--- config.mk ---
export PLATFORM = sky130hd
export DESIGN_NAME = dk_gated_vco_voice
export DESIGN_NICKNAME = d
export VERILOG_FILES = /design/src/rtl/dk_gated_vco_voice.sv
export SDC_FILE = /design/constraint.sdc
export NUM_CORES = 1
export LEC_CHECK = 0
export CAP_MARGIN = 10
export CORE_MARGIN = 4
export CORE_UTILIZATION = 45
export CTS_BUF_LIST = sky130_fd_sc_hd__clkbuf_16
export CTS_CLUSTER_DIAMETER = 40
export DETAILED_ROUTE_END_ITERATION = 8
export GPL_TIMING_DRIVEN = 0
export PLACE_DENSITY = 0.71
export SYNTH_ARGS = -nofsm -noshare
export SYNTH_HDL_FRONTEND = slang
export SYNTH_SLANG_ARGS = --single-unit
--- constraint.sdc ---
create_clock -name clk -period 3.2 [get_ports clk]
set_input_delay 0.32 -clock clk [delete_from_list [all_inputs] [get_ports clk]]
set_output_delay 0.32 -clock clk [all_outputs]
set_load 0.01 [all_outputs]
--- src/rtl/dk_gated_vco_voice.sv ---
// Gated square-wave voice: a trigger line starts an attack/hold/decay
// envelope, and the envelope amplitude is applied to a square tone whose
// pitch is swept by a free-running triangle LFO. Every register advances
// only on the audio sample strobe.
module dk_gated_vco_voice #(
    parameter int CLOCK_RATE   = 1000000,
    parameter int SAMPLE_RATE  = 96000,
    parameter int WIDTH        = 16,
    parameter int MODE         = 0,
    parameter int BASE_INC     = 1024,
    parameter int LFO_INC      = 16,
    parameter int MOD_SHIFT    = 4,
    parameter int ATTACK_STEP  = 1024,
    parameter int DECAY_SHIFT  = 4,
    parameter int HOLD_SAMPLES = 4800
) (
    input  logic                    clk,
    input  logic                    I_RSTn,
    input  logic                    audio_clk_en,
    input  logic                    trigger,
    output logic signed [WIDTH-1:0] out,
    output logic                    active
);

    localparam int EW     = WIDTH - 1;
    localparam int HOLD_W = $clog2(HOLD_SAMPLES + 1);
    localparam logic [EW-1:0]     ENV_MAX   = {1'b1, {(WIDTH - 2){1'b0}}};
    localparam logic [HOLD_W-1:0] HOLD_LOAD = HOLD_W'(HOLD_SAMPLES - 1);

    // Reject parameter sets the datapath widths cannot represent.
    if (WIDTH < 8 || WIDTH > 24 || MODE < 0 || MODE > 1 ||
        BASE_INC < 0 || BASE_INC > 32767 || MOD_SHIFT < 1 ||
        ATTACK_STEP < 1 || HOLD_SAMPLES < 1 ||
        SAMPLE_RATE < 1 || SAMPLE_RATE > CLOCK_RATE) begin : g_bad_param
        $error("dk_gated_vco_voice: parameter out of range");
    end

    typedef enum logic [1:0] {
        S_IDLE,
        S_ATTACK,
        S_HOLD,
        S_DECAY
    } state_t;

    state_t                  r_state;
    state_t                  w_state_nxt;
    logic [EW-1:0]           r_env;
    logic [EW-1:0]           w_env_nxt;
    logic [EW-1:0]           w_env_up;
    logic [EW-1:0]           w_env_dn;
    logic [EW-1:0]           w_dec_step;
    logic [31:0]             w_att_sum;
    logic [15:0]             r_ph;
    logic [15:0]             r_lfo_ph;
    logic [15:0]             w_tone_inc;
    logic [14:0]             w_tri;
    logic [HOLD_W-1:0]       r_hold_cnt;
    logic [HOLD_W-1:0]       w_hold_nxt;
    logic                    r_trig_q;
    logic                    w_rise;
    logic                    w_start;
    logic                    w_release;
    logic                    w_ph_clr;
    logic signed [WIDTH-1:0] w_env_s;
    logic signed [WIDTH-1:0] r_out;
    logic                    r_active;

    // Level gate starts/stops on the trigger level; one-shot starts on a
    // rising edge and releases when the hold counter has run out.
    assign w_rise    = trigger & ~r_trig_q;
    assign w_start   = (MODE == 0) ? trigger : w_rise;
    assign w_release = (MODE == 0) ? ~trigger : (r_hold_cnt == '0);

    // Envelope candidates: saturating linear attack, saturating exponential decay.
    assign w_att_sum  = 32'(r_env) + 32'(ATTACK_STEP);
    assign w_env_up   = (w_att_sum >= 32'(ENV_MAX)) ? ENV_MAX : w_att_sum[EW-1:0];
    assign w_dec_step = (r_env >> DECAY_SHIFT) + EW'(1);
    assign w_env_dn   = (r_env > w_dec_step) ? (r_env - w_dec_step) : '0;

    // Triangle LFO folded from the phase accumulator, scaled onto the base pitch.
    assign w_tri      = r_lfo_ph[15] ? ~r_lfo_ph[14:0] : r_lfo_ph[14:0];
    assign w_tone_inc = 16'(BASE_INC) + 16'(w_tri >> MOD_SHIFT);

    assign w_env_s = {1'b0, r_env};

    // State register, advanced once per sample strobe.
    always_ff @(posedge clk or negedge I_RSTn) begin
        if (!I_RSTn) begin
            r_state <= S_IDLE;
        end else if (audio_clk_en) begin
            // NOTE: every clocked assignment is non-blocking so all registers
            // sample the same pre-edge values regardless of statement order.
            r_state <= w_state_nxt;
        end
    end

    // Next-state decision; release beats reaching full scale, start beats
    // the decay reaching zero.
    always_comb begin
        // NOTE: the default assignment first means no path can leave the
        // signal unassigned, so no latch is inferred.
        w_state_nxt = r_state;
        case (r_state)
            S_IDLE: begin
                if (w_start) w_state_nxt = S_ATTACK;
            end
            S_ATTACK: begin
                if (MODE == 0 && w_release) w_state_nxt = S_DECAY;
                else if (w_env_up == ENV_MAX) w_state_nxt = S_HOLD;
            end
            S_HOLD: begin
                if (w_release) w_state_nxt = S_DECAY;
            end
            S_DECAY: begin
                if (w_start) w_state_nxt = S_ATTACK;
                else if (w_env_dn == '0) w_state_nxt = S_IDLE;
            end
            default: w_state_nxt = S_IDLE;
        endcase
    end

    // Per-state datapath controls: envelope target, hold count, phase clear.
    always_comb begin
        w_env_nxt  = r_env;
        w_hold_nxt = r_hold_cnt;
        w_ph_clr   = 1'b0;
        case (r_state)
            S_IDLE: begin
                w_env_nxt = '0;
                w_ph_clr  = w_start;
            end
            S_ATTACK: begin
                w_env_nxt = w_env_up;
                if (w_state_nxt == S_HOLD) w_hold_nxt = HOLD_LOAD;
            end
            S_HOLD: begin
                w_env_nxt = ENV_MAX;
                if (MODE == 1 && r_hold_cnt != '0) w_hold_nxt = r_hold_cnt - HOLD_W'(1);
            end
            S_DECAY: begin
                w_env_nxt = w_env_dn;
            end
            default: w_env_nxt = '0;
        endcase
    end

    // Sample-rate datapath: envelope, oscillators, edge history and output.
    always_ff @(posedge clk or negedge I_RSTn) begin
        if (!I_RSTn) begin
            r_env      <= '0;
            r_ph       <= '0;
            r_lfo_ph   <= '0;
            r_trig_q   <= 1'b0;
            r_hold_cnt <= '0;
            r_out      <= '0;
            r_active   <= 1'b0;
        end else if (audio_clk_en) begin
            r_trig_q   <= trigger;
            r_env      <= w_env_nxt;
            r_hold_cnt <= w_hold_nxt;
            r_lfo_ph   <= r_lfo_ph + 16'(LFO_INC);
            if (w_ph_clr) begin
                r_ph <= '0;
            end else if (r_state != S_IDLE) begin
                r_ph <= r_ph + w_tone_inc;
            end
            r_out    <= r_ph[15] ? -w_env_s : w_env_s;
            r_active <= (w_state_nxt != S_IDLE);
        end
    end

    assign out    = r_out;
    assign active = r_active;

endmodule

==> run metrics <==
status finished with violations; violated checks negative setup slack; relative slew slack 38.5%; maximum vdd drop 0.505 mV; Power, Total 5.51 mW; Crit Path Category reg2reg; crit-path cells buf_8, and3_4, and2_4, nand4_1, xnor2_1, ha_1, a211oi_2, nor3b_2, o311a_1, a211o_1, xnor2_1, nand4_1, o31ai_4, a21oi_1; DR pass1 iterations 6; min cycle time layout 3.30 ns; Critical Path Sink Type flip-flop; core area 9730 um^2; # DRC 0; via count 4045; net count after synthesis 542; async set-reset flop share out of synthesis 100%; Max Slew Vio Count 0; Synth cell types 55; area grow syn2layout 25.4%; internal power 3.11 mW; CP Launch Point r_env[6]$_DFFE_PN0P_; Clock Pin Slew Worst Setup and Hold Paths 0.05 ns; TritonCTS buffer count 9; initial core utilization 46.2%; RR Startpoint r_env[6]$_DFFE_PN0P_; fmax 0.303 GHz; RR Endpoint active$_DFFE_PN0P_; CP peak stage delay 0.40 ns; Yosys reg bits 62; commonest cells after routing, fill and taps aside dfrtp_1, nor2_1, nand2_1, ha_1, buf_4; Worst EP required 3.41 ns; Comb pwr share 61.2%; Setup violations, final 12; ranking of synthesized cells by area dfrtp_1, ha_1, xnor2_1; antenna-violating nets left 0; Die H 108 um; post-DR wirelength/cell 17.0 um; grt ovf 0; Max Clock Skew 0.00633 ns; final net count 610; CTS tree built; first-pass GRT wire length 18.4 mm; placed cells 649; period utilisation layout 103%; cell count after synthesis 496; HPWL after DPL 7.73 mm; port buffer count 20; die area 11600 um^2; mean post-synth cell area 9.06 um^2; drt total wl 11.9 mm; commonest non-fill, non-tap cell in the layout dfrtp_1; CP startpoint kind flip-flop; Layout fillers 861; Pleak 2.54 nW; Clk network pwr share 15.4%; gpl congestion 0.901; row count 36; power per cell area 978 nW/um^2; CTS Hold Buffers Added 0; cell accounting for the most synthesized area dfrtp_1; CP Capture Point active$_DFFE_PN0P_; initial antenna violation count 0; max-cap violations 0; clock buffer depth 2; Switch Pwr 2.40 mW; yosys warns 0; post-synth top area share 34.5%; mapped cell area 4490 um^2; initial drt markers 374; # diodes 0; critical path arrival 3.51 ns; RSZ-0062 raised after global routing yes; R2R setup slack -0.1 ns; Final Hold Violating Endpoints 0; Slew @ Worst Pin 0.914 ns; sw frac 43.6%; worst-skew pair later-pin latency 0.33 ns; Flop pwr share 23.3%; worst hold slack 0.0686 ns; Reg2Reg Depth 14; all-layer global routing usage 19.9%; final setup margin -0.0952 ns; commonest register cell after synthesis dfrtp_1; total clock sinks 62; register area share after synthesis 34.5%; I/O Pins 21; proportion of layout cells with a drive suffix above 1 18.8%; drt via density 5.76; largest net degree at the start of global routing 63; Cell Count, Final, Fillers Out 702; CP max FO 5; hold crit path type in2async; EDFF count, synth 0; slowest library cell on the worst path dfrtp_1; vias in the first global route 3864; die width 108 um; H-tree lvl count 3; Clock Root Buffer clkbuf_16
## worst max-delay path: cells and delay by family, from the launching register on
kind / cells / cell delay [ns]
adders and majority gates: 1 / 0.30
AOI/OAI and AO/OA: 5 / 1.20
xor gates and xnor gates: 2 / 0.42
and+or+nand+nor: 5 / 0.73
buffers and inverters: 1 / 0.13
DFF: 1 / 0.40
## how the worst min path moves through the flow
stage | slack (ns) | to | start | cells after the start
final | 0.07 | r_ph[11]$_DFFE_PN0P_ | I_RSTn | 1
after global routing | 0.15 | r_ph[11]$_DFFE_PN0P_ | I_RSTn | 1
after CTS | 0.11 | r_ph[11]$_DFFE_PN0P_ | I_RSTn | 1
after detailed placement | 0.47 | r_ph[11]$_DFFE_PN0P_ | I_RSTn | 1
after global placement | 0.46 | r_ph[10]$_DFFE_PN0P_ | r_ph[10]$_DFFE_PN0P_ | 2
after floorplan | 0.02 | active$_DFFE_PN0P_ | I_RSTn | 0
## timing repair
item,in CTS,in global routing
buffers inserted,12,24
resized for setup,27,32
pin swaps,9,29
endpoints found under the setup margin,23,23
gates cloned,0,1
## flip-flops by register name, summed over array words and instances, names as in the netlist
signal and cells:
r_ph 16, active 1, r_lfo_ph 12, r_state 2
out 16, r_env 15
## metal layers
metal / routed length [um] / up-vias / global-route usage, % / share of wire [%]
met1: 5130 / 1955 / 24.0 / 43
met2: 5940 / 140 / 34.9 / 50
li1: - / 1918 / - / -
met3: 527 / 32 / 4.08 / 4.4
met5: 0 / - / 0 / 0
met4: 325 / 0 / 7.39 / 2.7
## per-stage QoR
| step | setup TNS, ns | utilization (%) | cell area (um^2) | worst slack [ns] |
|---|---|---|---|---|
| final | -0.533 | 57.9 | 5640 | -0.0952 |
| after global routing | -2.64 | 57.9 | 5640 | -0.236 |
| after global placement | -25.36 | 50.0 | 4870 | -0.644 |
| after detailed placement | -8.98 | 50.0 | 4860 | -0.777 |
| after CTS | 0 | 54.7 | 5320 | 0.00629 |
| after floorplan | -0.0279 | - | 4500 | -0.0279 |
## cells by family (layout without fill, tap and decap cells)
| kind of cell | after synthesis | in the layout | synth area share [%] |
|---|---|---|---|
| DFF | 62 | 62 | 34.5 |
| and+or+nand+nor | 161 | 161 | 17.3 |
| xor gates and xnor gates | 59 | 59 | 11.5 |
| AOI/OAI and AO/OA | 116 | 116 | 17.8 |
| adders and majority gates | 42 | 42 | 12.0 |
| muxes | 13 | 13 | 3.09 |
| buffers and inverters | 43 | 116 | 3.73 |
## synthesized netlist by cell type (4+ instances only)
cell type and n:
buf_2 5, dfrtp_1 62, nand4_1 9, nand3_1 24, and3_1 6, and2_1 4, mux2_2 7, nand3b_1 4
ha_1 40, nor2b_1 5, nor2_1 44, mux2i_1 6, a22o_1 10, a21o_1 5, nand2_1 41, inv_1 26
nand2b_1 7, or3_1 6, clkbuf_1 9, xnor2_1 33, o31ai_1 9, a21oi_1 26, xor2_1 26, o21ai_0 26
o22ai_1 4
## power by group through the flow
| stage | logic [mW] | registers [mW] | clock network (mW) |
|---|---|---|---|
| final | 3.38 | 1.29 | 0.851 |
| after global routing | 3.67 | 1.32 | 0.898 |
| after CTS | 2.94 | 1.28 | 0.861 |
| after detailed placement | 2.63 | 1.29 | 0 |
| after global placement | 2.55 | 1.28 | 0 |
| after floorplan | 1.97 | 1.25 | 0 |
## cell type report
type                       instances  area [um^2]  share of cell area, %
sequential                        62         1560                   27.6
tap                              133          166                   2.95
timing repair buffer              57          493                   8.75
inverter                          27          101                   1.80
clock buffer                       9          225                   4.00
clock inverter                     7         33.8                  0.599
buffer                            16         91.3                   1.62
multi-input combinational        391         2970                   52.7
Power figures use the tool's default switching activity.
